<file path="src/rtl/regfile_pkg.sv">
// Shared datapath constants and types for the general-purpose register file.
package regfile_pkg;
  localparam int WIDTH   = 16;
  localparam int REGBITS = 4;
  localparam int NREGS   = 2 ** REGBITS;

  typedef logic [WIDTH-1:0]   word_t;
  typedef logic [REGBITS-1:0] reg_addr_t;
endpackage

</file>
<file path="src/rtl/regfile_scoreboard_pend.sv">
// Pending-result scoreboard: one bit per register, population count, and
// read-hazard lookup for the operand addresses presented this cycle.
module pend_scoreboard #(
  parameter int REGBITS  = 4,
  parameter bit ZERO_REG = 1'b0,
  parameter int CNTBITS  = REGBITS + 1
) (
  input  logic               clk,
  input  logic               reset,
  input  logic               pend_set,
  input  logic [REGBITS-1:0] pend_addr,
  input  logic               wr_en,
  input  logic [REGBITS-1:0] wr_addr,
  input  logic               rd_en,
  input  logic [REGBITS-1:0] rd_addr_a,
  input  logic [REGBITS-1:0] rd_addr_b,
  output logic               hazard,
  output logic [CNTBITS-1:0] pend_cnt
);
  localparam int NREGS = 2 ** REGBITS;

  logic [NREGS-1:0]   pending;
  logic [NREGS-1:0]   pendingNext;
  logic [NREGS-1:0]   setVec;
  logic [NREGS-1:0]   clrVec;
  logic               setValid;
  logic               incr;
  logic               decr;
  logic [CNTBITS-1:0] cntNext;
  logic               hitA;
  logic               hitB;

  // Next pending vector and count; a set and clear on the same register leaves it pending.
  always_comb begin
    setVec   = {NREGS{1'b0}};
    clrVec   = {NREGS{1'b0}};
    setValid = pend_set & ~(ZERO_REG & (pend_addr == {REGBITS{1'b0}}));
    if (setValid) begin
      setVec[pend_addr] = 1'b1;
    end else begin
      setVec = {NREGS{1'b0}};
    end
    if (wr_en) begin
      clrVec[wr_addr] = 1'b1;
    end else begin
      clrVec = {NREGS{1'b0}};
    end
    pendingNext = (pending & ~clrVec) | setVec;
    incr        = setValid & ~pending[pend_addr];
    decr        = wr_en & pending[wr_addr] & ~setVec[wr_addr];
    cntNext     = pend_cnt + {{(CNTBITS-1){1'b0}}, incr} - {{(CNTBITS-1){1'b0}}, decr};
  end

  // Pending vector and count registers.
  always_ff @(posedge clk) begin
    if (reset) begin
      pending  <= {NREGS{1'b0}};
      pend_cnt <= {CNTBITS{1'b0}};
    end else begin
      pending  <= pendingNext;
      pend_cnt <= cntNext;
    end
  end

  // A same-cycle write is forwarded by the bypass, so it masks the hazard.
  always_comb begin
    hitA   = pending[rd_addr_a] & ~(wr_en & (wr_addr == rd_addr_a));
    hitB   = pending[rd_addr_b] & ~(wr_en & (wr_addr == rd_addr_b));
    hazard = rd_en & (hitA | hitB);
  end
endmodule

</file>
<file path="src/rtl/regfile_scoreboard.sv">
// Two-read/one-write register file with write-to-read bypass, optional
// hardwired-zero r0 and a pending-result scoreboard.
module regfile_scoreboard #(
  parameter int WIDTH    = regfile_pkg::WIDTH,
  parameter int REGBITS  = regfile_pkg::REGBITS,
  parameter bit ZERO_REG = 1'b0,
  parameter int CNTBITS  = REGBITS + 1
) (
  input  logic               clk,
  input  logic               reset,
  input  logic               rd_en,
  input  logic [REGBITS-1:0] rd_addr_a,
  input  logic [REGBITS-1:0] rd_addr_b,
  output logic [WIDTH-1:0]   rd_data_a,
  output logic [WIDTH-1:0]   rd_data_b,
  input  logic               wr_en,
  input  logic [REGBITS-1:0] wr_addr,
  input  logic [WIDTH-1:0]   wr_data,
  input  logic               pend_set,
  input  logic [REGBITS-1:0] pend_addr,
  output logic               hazard,
  output logic [CNTBITS-1:0] pend_cnt
);
  import regfile_pkg::*;

  localparam int NREGS = 2 ** REGBITS;

  logic [WIDTH-1:0] regArray [NREGS];
  logic             wrValid;
  logic [WIDTH-1:0] valA;
  logic [WIDTH-1:0] valB;

  // Operand selection: hardwired zero first, then bypass, then stored value.
  always_comb begin
    wrValid = wr_en & ~(ZERO_REG & (wr_addr == {REGBITS{1'b0}}));
    if (ZERO_REG && (rd_addr_a == {REGBITS{1'b0}})) begin
      valA = {WIDTH{1'b0}};
    end else if (wrValid && (wr_addr == rd_addr_a)) begin
      valA = wr_data;
    end else begin
      valA = regArray[rd_addr_a];
    end
    if (ZERO_REG && (rd_addr_b == {REGBITS{1'b0}})) begin
      valB = {WIDTH{1'b0}};
    end else if (wrValid && (wr_addr == rd_addr_b)) begin
      valB = wr_data;
    end else begin
      valB = regArray[rd_addr_b];
    end
  end

  // Register array and read-data registers; reset wipes everything.
  always_ff @(posedge clk) begin
    if (reset) begin
      for (int i = 0; i < NREGS; i++) begin
        regArray[i] <= {WIDTH{1'b0}};
      end
      rd_data_a <= {WIDTH{1'b0}};
      rd_data_b <= {WIDTH{1'b0}};
    end else begin
      if (wrValid) begin
        regArray[wr_addr] <= wr_data;
      end
      if (rd_en) begin
        rd_data_a <= valA;
        rd_data_b <= valB;
      end
    end
  end

  pend_scoreboard #(
    .REGBITS  (REGBITS),
    .ZERO_REG (ZERO_REG),
    .CNTBITS  (CNTBITS)
  ) uPend (
    .clk       (clk),
    .reset     (reset),
    .pend_set  (pend_set),
    .pend_addr (pend_addr),
    .wr_en     (wr_en),
    .wr_addr   (wr_addr),
    .rd_en     (rd_en),
    .rd_addr_a (rd_addr_a),
    .rd_addr_b (rd_addr_b),
    .hazard    (hazard),
    .pend_cnt  (pend_cnt)
  );
endmodule

</file>
<file path="config.mk">
export PLATFORM = sky130hd
export DESIGN_NAME = regfile_scoreboard
export DESIGN_NICKNAME = d
export VERILOG_FILES = /design/src/rtl/regfile_pkg.sv /design/src/rtl/regfile_scoreboard_pend.sv /design/src/rtl/regfile_scoreboard.sv
export SDC_FILE = /design/constraint.sdc
export NUM_CORES = 1
export LEC_CHECK = 0
export ABC_AREA = 1
export CELL_PAD_IN_SITES_DETAIL_PLACEMENT = 0
export CELL_PAD_IN_SITES_GLOBAL_PLACEMENT = 2
export CORE_UTILIZATION = 35
export CTS_CLUSTER_DIAMETER = 60
export DETAILED_ROUTE_END_ITERATION = 6
export DONT_BUFFER_PORTS = 1
export PLACE_DENSITY_LB_ADDON = 0.08
export SETUP_SLACK_MARGIN = 0.15
export SKIP_CTS_REPAIR_TIMING = 1
export SLEW_MARGIN = 30
export SYNTH_ARGS = -nofsm -noshare
export SYNTH_HDL_FRONTEND = slang
export SYNTH_SLANG_ARGS = --single-unit
</file>
<file path="constraint.sdc">
create_clock -name clk -period 4.6 [get_ports clk]
set_input_delay 0.69 -clock clk [delete_from_list [all_inputs] [get_ports clk]]
set_output_delay 0.69 -clock clk [all_outputs]
set_load 0.01 [all_outputs]
</file>
Yosys cells after proc, flatten, opt, wreduce, memory -nomap -nowiden --
Memory sizes are Yosys's and may differ from the RTL's. A register that Yosys moved wholly into a read port is not among the register bits. Index checks and enable logic that the tools add are counted.
Word-level totals: bits in writable memories 256, flip-flop bits (word level) 21, logic and storage cells 56, output and inout port bits 38, input port bits 37, memories 1
Memories:
- regArray | words 16, width 16, read ports 2, clocked after Yosys merged registers in 2, wr ports 16, RTL line regfile_scoreboard.sv:28 | logic [WIDTH-1:0] regArray [NREGS];
Cells by class: $add $sub $neg 2, reduce and logical (&&, ||, !) cells 3, order comparisons 6, bitwise logic cells 16, equal/unequal tests 2, muxes and demuxes 24
Operators by type and width (number):
- two-way mux 16 bit | 3
- binary-select mux 1 bit (select 4 bit) | 5
- < comparator 4 x 5 -> 1 bit, second input constant | 4
- bitwise AND 16 bit | 1
- NOT 16 bit | 1
- bitwise OR 16 bit | 1
- OR reduction 16 bit | 1
- two-way mux 1 bit | 13
- bitwise AND 1 bit | 8
- demux 1 bit (select 4 bit) | 2
- == test 4 bit | 2
- >= comparator 4 x 1 -> 1 bit, second input constant | 2
- adder 5 x 1 -> 5 bit | 1
- subtractor 5 x 1 -> 5 bit | 1
- two-way mux 4 bit | 1
- NOT 1 bit | 4
- logical AND 1 bit | 2
- bitwise OR 1 bit | 1

Depth between registers and ports, before layout --
word-level depth 10, mapped depth 20, gate-level depth less buffers 19

By module --
A second synthesis with hierarchy kept.
Unflattened totals: cells, all modules 2444, area, all modules 18068.6 um^2
Modules (own cells, without submodules):
- regfile_scoreboard | times used 1, sequential area each 8328.0 um^2, area an instance 16139.2 um^2, cells an instance 2098
- pend_scoreboard | times used 1, sequential area each 420.4 um^2, area an instance 1929.4 um^2, cells an instance 346

Worst setup path before layout --
Ideal clock, no wire load.
kind input to register, start point input pend_addr[1], end point register uPend.pend_cnt[4], data required time 4530 ps, stages 19, data arrival time 3077 ps, setup slack 1454 ps, path through clkbuf_1 nor2_1 nand2_1 nor2_1 nand2_1 nand2_1 nor2_1 nor2_1 nor2_1 nand2_1 nor2_1 ha_1 inv_1 ha_1 inv_1 fa_1 o31ai_1 o21ai_0 a21oi_1
Between the ends: word-level cells in the longest chain between the ends 10, elaborated cells between the ends (all ways) 16, classes of those cells 2 x add/sub; 2 x order compare; 7 x mux; 4 x bitwise; 1 x reduce/logical
RTL lines:
- from (decl) | RTL line regfile_scoreboard.sv:20 | input logic [REGBITS-1:0] pend_addr,
- < comparator 4 x 5 -> 1 bit (implied by the code) / >= comparator 4 x 1 -> 1 bit (equally long branches) | RTL line regfile_scoreboard_pend.sv:39 | setVec[pend_addr] = 1'b1;
- logical AND 1 bit (implied by the code) | RTL line regfile_scoreboard_pend.sv:39
- two-way mux 1 bit (implied by the code) | RTL line regfile_scoreboard_pend.sv:39
- demux 1 bit (select 4 bit)
- two-way mux 16 bit | RTL line regfile_scoreboard_pend.sv:38 | if (setValid) begin
- binary-select mux 1 bit (select 4 bit) | RTL line regfile_scoreboard_pend.sv:50 | decr = wr_en & pending[wr_addr] & ~setVec[wr_addr];
- two-way mux 1 bit (implied by the code) | RTL line regfile_scoreboard_pend.sv:50
- NOT 1 bit | RTL line regfile_scoreboard_pend.sv:50
- bitwise AND 1 bit | RTL line regfile_scoreboard_pend.sv:50
- subtractor 5 x 1 -> 5 bit (*) | RTL line regfile_scoreboard_pend.sv:51 | cntNext = pend_cnt + {{(CNTBITS-1){1'b0}}, incr} - {{(CNTBITS-1){1'b0}}, decr};
- to (signal assigned) | RTL line regfile_scoreboard_pend.sv:58 | pend_cnt <= {CNTBITS{1'b0}};
- to (signal assigned) | RTL line regfile_scoreboard_pend.sv:61 | pend_cnt <= cntNext;
- to (decl) | RTL line regfile_scoreboard_pend.sv:18 | output logic [CNTBITS-1:0] pend_cnt
Mark *: on every way between the ends. The rest lies on a longest branch, timed or not. The select of a mux whose other input is x is not followed. A chain may end at the register's enable or synchronous reset.

Final worst setup path --
start point input rd_addr_a[0], end point output hazard
Between the ends: word-level cells in the longest chain between the ends 6, elaborated cells between the ends (all ways) 8, classes of those cells 1 x eq/ne; 2 x mux; 5 x bitwise
RTL lines:
- from (decl) | RTL line regfile_scoreboard.sv:12 | input logic [REGBITS-1:0] rd_addr_a,
- branches (longest 3 deep; another with binary-select mux 1 bit (select 4 bit))
- bitwise AND 1 bit (*) | RTL line regfile_scoreboard_pend.sv:67 | hitA = pending[rd_addr_a] & ~(wr_en & (wr_addr == rd_addr_a));
- bitwise OR 1 bit (*) | RTL line regfile_scoreboard_pend.sv:69 | hazard = rd_en & (hitA | hitB);
- bitwise AND 1 bit (*) | RTL line regfile_scoreboard_pend.sv:69
- to (decl) | RTL line regfile_scoreboard.sv:21 | output logic hazard,
Every way passes the cells marked *. The select of a mux whose other input is x is not followed.

==> impl_summary.txt <==
----------------------------------------------------
[Yosys]
  Share of synthesized cell area in full adder, half adder and majority cells ... 0.00466
  Multiplexer fraction of the synthesized cell area ... 0
  Compound-cell area share of the yosys netlist ... 0.0764
  Leading area contributor after synthesis ... sky130_fd_sc_hd__edfxtp_1
  Synthesis warning total ... 0
  Sequential area share after synthesis ... 0.494
  Combinational family with the most area after synthesis ... simple AND/OR/NAND/NOR gates
  Synthesized-area fraction occupied by and/or/nand/nor cells ... 0.323
  Post-synthesis instance area ... 0.0177 mm^2
  Area share of the leading cell type in the synthesized netlist ... 0.434
  Post-synthesis cell type count ... 31
  Nets in the synthesized netlist ... 2421
  Flop and latch count out of synthesis ... a little over 300
  Top area cells in the synthesized netlist ... sky130_fd_sc_hd__edfxtp_1 (43%), sky130_fd_sc_hd__nand2_1 (12%), sky130_fd_sc_hd__nand3_1 (12%)
  Xor-xnor portion of the synthesized cell area ... 0.00191
  Synthesized area divided by synthesized cell count ... between 7 and 8 um^2
  Synth Instances ... 2378

[Worst setup path]
  Data arrival time of the worst path ... 2.37 ns
  Worst endpoint required time ... 3.91 ns
  Worst Path Class, Setup ... primary input to output port
  Kind of start point of the critical path ... primary input
  Top fanout value on the critical path ... 177
  Worst setup path startpoint ... rd_addr_a[0]
  Worst setup EP type ... output port
  Startpoint of the worst register-to-register path ... uPend.pending[5]

[Layout]
  Layout Area Growth over Synthesis ... 9.84%
  Net count reported at finish ... 2335
  Share of cells above drive strength 1 ... 0.0530
  Design Area, Final ... 0.0195 mm^2
  Cell Count, Final, Fillers Out ... approximately 3000
  Diodes inserted ... 0
  Final design utilization ... 0.389

[Global route]
  Via count of the first global-routing pass ... approximately 15000
  Met1 track utilization from global routing ... 0.371
  Wire length of the first global-routing pass ... about 100 mm
  Global Route met2 Usage ... 0.480
  GRT Residual Overflow ... 0
  Antenna violations before repair ... 0
  Pin count of the biggest net entering global routing ... 203
  Total global-route track usage ... 0.284
  Most used routing layer in global routing ... met2
  Met3 Usage GRT ... 0.0382

[STA]
  Post-route fraction of the period consumed by the critical path ... 0.664
  Setup repair after global routing missed its margin ... no
  Final sum of negative setup slack ... 0 ns
  Relative slew slack ... 0.334
  Fmax ... around 330 MHz
  Fin Clk Skew ... between 0.01 and 0.015 ns
  Number of pins with negative max-slew slack in the final report ... 0
  Pin slew with the least headroom to its limit ... 0.998 ns
  Setup violation total in the final timing report ... 0
  Final Hold Violating Endpoints ... 0
  Minimum clock period after layout ... roughly 3.1 ns

[Drt]
  Via count of the routed design ... between 15000 and 20000
  Antenna violation net count after detailed routing ... 0
  Total routed wirelength ... around 73 mm
  Via/cell ratio ... 5.35
  Average wire per standard cell ... roughly 24 um
  DRC errors left ... 0
  First DRT Iteration DRCs ... 1447
  Pre-antenna DRT Iters ... 6

[Placed design]
  GPL Wtd Cong ... between 0.8 and 0.9
  HPWL reported at the end of detailed placement ... 43.4 mm
  Cell count after placement ... 2922
  Port buffer count ... 0
  Placed cell area ... 0.0182 mm^2

[Power and ir drop]
  Comb power frac ... 0.122
  Sequential group share of total power ... 0.449
  Share of total power in the clock network ... 0.429
  Switching power ... 2.02 mW
  Power density over the cells ... 377 mW/mm^2
  Max rail drop VDD ... 215 uV
  Cell-internal power ... 5.31 mW
  Leak Pwr ... 8.38 nW
  Switching part of the total power ... 0.276

[Die]
  Area of the die ... 0.0516 mm^2
  Core area ... roughly 0.05 mm^2
  Die boundary width ... 227 um
  Initial Utilization ... 0.354
  Top-level port count ... 75
  Vert. Die Dim ... 227 um
  Number of rows in the core area ... 82

[Flow run]
  Max_cap viols ... 0

[Min path]
  Hold path start ... reset
  Worst hold path type ... primary input to register

[Clock tree]
  CTS Buf Count ... 40
  Clock-pin transition on the worst setup and hold timing paths ... 0.06 ns
  Buffer type at the clock tree root ... sky130_fd_sc_hd__clkbuf_16
  Worst-Skew Late Latency ... 0.56 ns
  TritonCTS clock tree ... built
  Clock Sinks ... 309
  Number of levels in the clock H-tree ... 2
  Deepest clock path buffer count ... 3

[Status]
  Outcome ... completed

----------------------------------------------------
-- stage by stage --
step                power [mW]  hold slack, ns  setup slack (ns)
finish                    7.33           0.189              1.54
global route              7.60           0.171              1.41
CTS                       7.39           0.152              1.63
detailed placement        4.25           0.449              1.14
global placement          4.25           0.490              1.12
floorplan                 4.00           0.439              1.45
-- layout by cell type, fill, tap and decap left out, drive strengths merged --
| cell | netlist | final |
|---|---|---|
| xnor2 | 2 | 2 |
| o221ai | 2 | 2 |
| a21oi | 81 | 81 |
| clkinvlp | 0 | 2 |
| inv | 270 | 271 |
| edfxtp | 256 | 256 |
| xor2 | 1 | 1 |
| o31ai | 1 | 1 |
| buf | 72 | 37 |
| dfxtp | 53 | 53 |
| a22oi | 4 | 4 |
| o211ai | 55 | 55 |
| o21ai | 89 | 89 |
| nand3 | 416 | 416 |
| nor3 | 2 | 2 |
| nand2 | 572 | 572 |
| o22ai | 4 | 4 |
| clkbuf | 93 | 54 |
| ha | 5 | 5 |
| nor2 | 370 | 370 |
| fa | 1 | 1 |
| clkinv | 19 | 31 |
| bufinv | 0 | 2 |
| nand4 | 10 | 10 |
-- cells in the mapped netlist --
master                       n
sky130_fd_sc_hd__a21oi_1    78
sky130_fd_sc_hd__inv_1     264
sky130_fd_sc_hd__a22oi_1     4
sky130_fd_sc_hd__nand2_1   572
sky130_fd_sc_hd__buf_4       2
sky130_fd_sc_hd__nand4_1    10
sky130_fd_sc_hd__nor3_4      1
sky130_fd_sc_hd__a21oi_2     3
sky130_fd_sc_hd__dfxtp_1    53
sky130_fd_sc_hd__xnor2_1     1
sky130_fd_sc_hd__ha_1        5
sky130_fd_sc_hd__nor3_1      1
sky130_fd_sc_hd__o221ai_1    2
sky130_fd_sc_hd__inv_2       6
sky130_fd_sc_hd__nand3_4     1
sky130_fd_sc_hd__o22ai_1     4
sky130_fd_sc_hd__xnor2_2     1
sky130_fd_sc_hd__o31ai_1     1
sky130_fd_sc_hd__clkbuf_1   93
sky130_fd_sc_hd__buf_6       2
sky130_fd_sc_hd__fa_1        1
sky130_fd_sc_hd__o21ai_0    89
sky130_fd_sc_hd__nor2_2      5
sky130_fd_sc_hd__edfxtp_1  256
sky130_fd_sc_hd__buf_2      43
sky130_fd_sc_hd__o211ai_1   55
sky130_fd_sc_hd__clkinv_1   19
sky130_fd_sc_hd__xor2_1      1
sky130_fd_sc_hd__nand3_1   415
sky130_fd_sc_hd__buf_1      25
sky130_fd_sc_hd__nor2_1    365
-- metal layers --
layer	share of wire	routed length, um
met5	0	0
met4	0.034	2500
met3	0.055	4000
met2	0.48	35200
met1	0.43	31200
-- path summary, 6_finish.rpt --
kind | slack (ns) | to | cells past startpoint
max | 1.54 | hazard | 7
min | 0.19 | uPend.pend_cnt[1] | 1
max reg2reg | 1.70 | uPend.pend_cnt[4] | 18
min reg2reg | 0.46 | uPend.pending[11] | 2
-- sequential cells by signal, summed over array words and instances (netlist names) --
name and count:
uPend.pending 16, regArray 256, rd_data_b 16, uPend.pend_cnt 5, rd_data_a 16
-- cells by family after synthesis --
family,Yosys count
compound gates,236
xor+xnor,3
fa+ha+maj,6
buf+inv,454
flops,309
simple gates,1370
-- power by group through the flow --
stage,Clock (mW),Combinational [mW],Sequential [mW]
after floorplan,0,0.674,3.33
after global placement,0,0.899,3.35
after detailed placement,0,0.902,3.35
after CTS,3.20,0.906,3.29
after global routing,3.29,0.995,3.31
final,3.15,0.894,3.29
-- final cells by class --
type,count,area (um^2)
fill,5348,30600
sequential,309,8750
multi-input combinational,1615,7220
clock buffer,54,1140
inverter,289,1090
tap,672,841
timing repair buffer,37,290
clock inverter,17,146
-- critical path, stage by stage --
cell,delay (ns)
sky130_fd_sc_hd__clkinv_2,0.36
sky130_fd_sc_hd__o21ai_0,0.27
sky130_fd_sc_hd__a21oi_1,0.09
sky130_fd_sc_hd__nand3_1,0.09
sky130_fd_sc_hd__buf_4,0.29
sky130_fd_sc_hd__nand2_1,0.13
sky130_fd_sc_hd__a21oi_1,0.35
No activity file was read; power rests on OpenSTA's default activity.
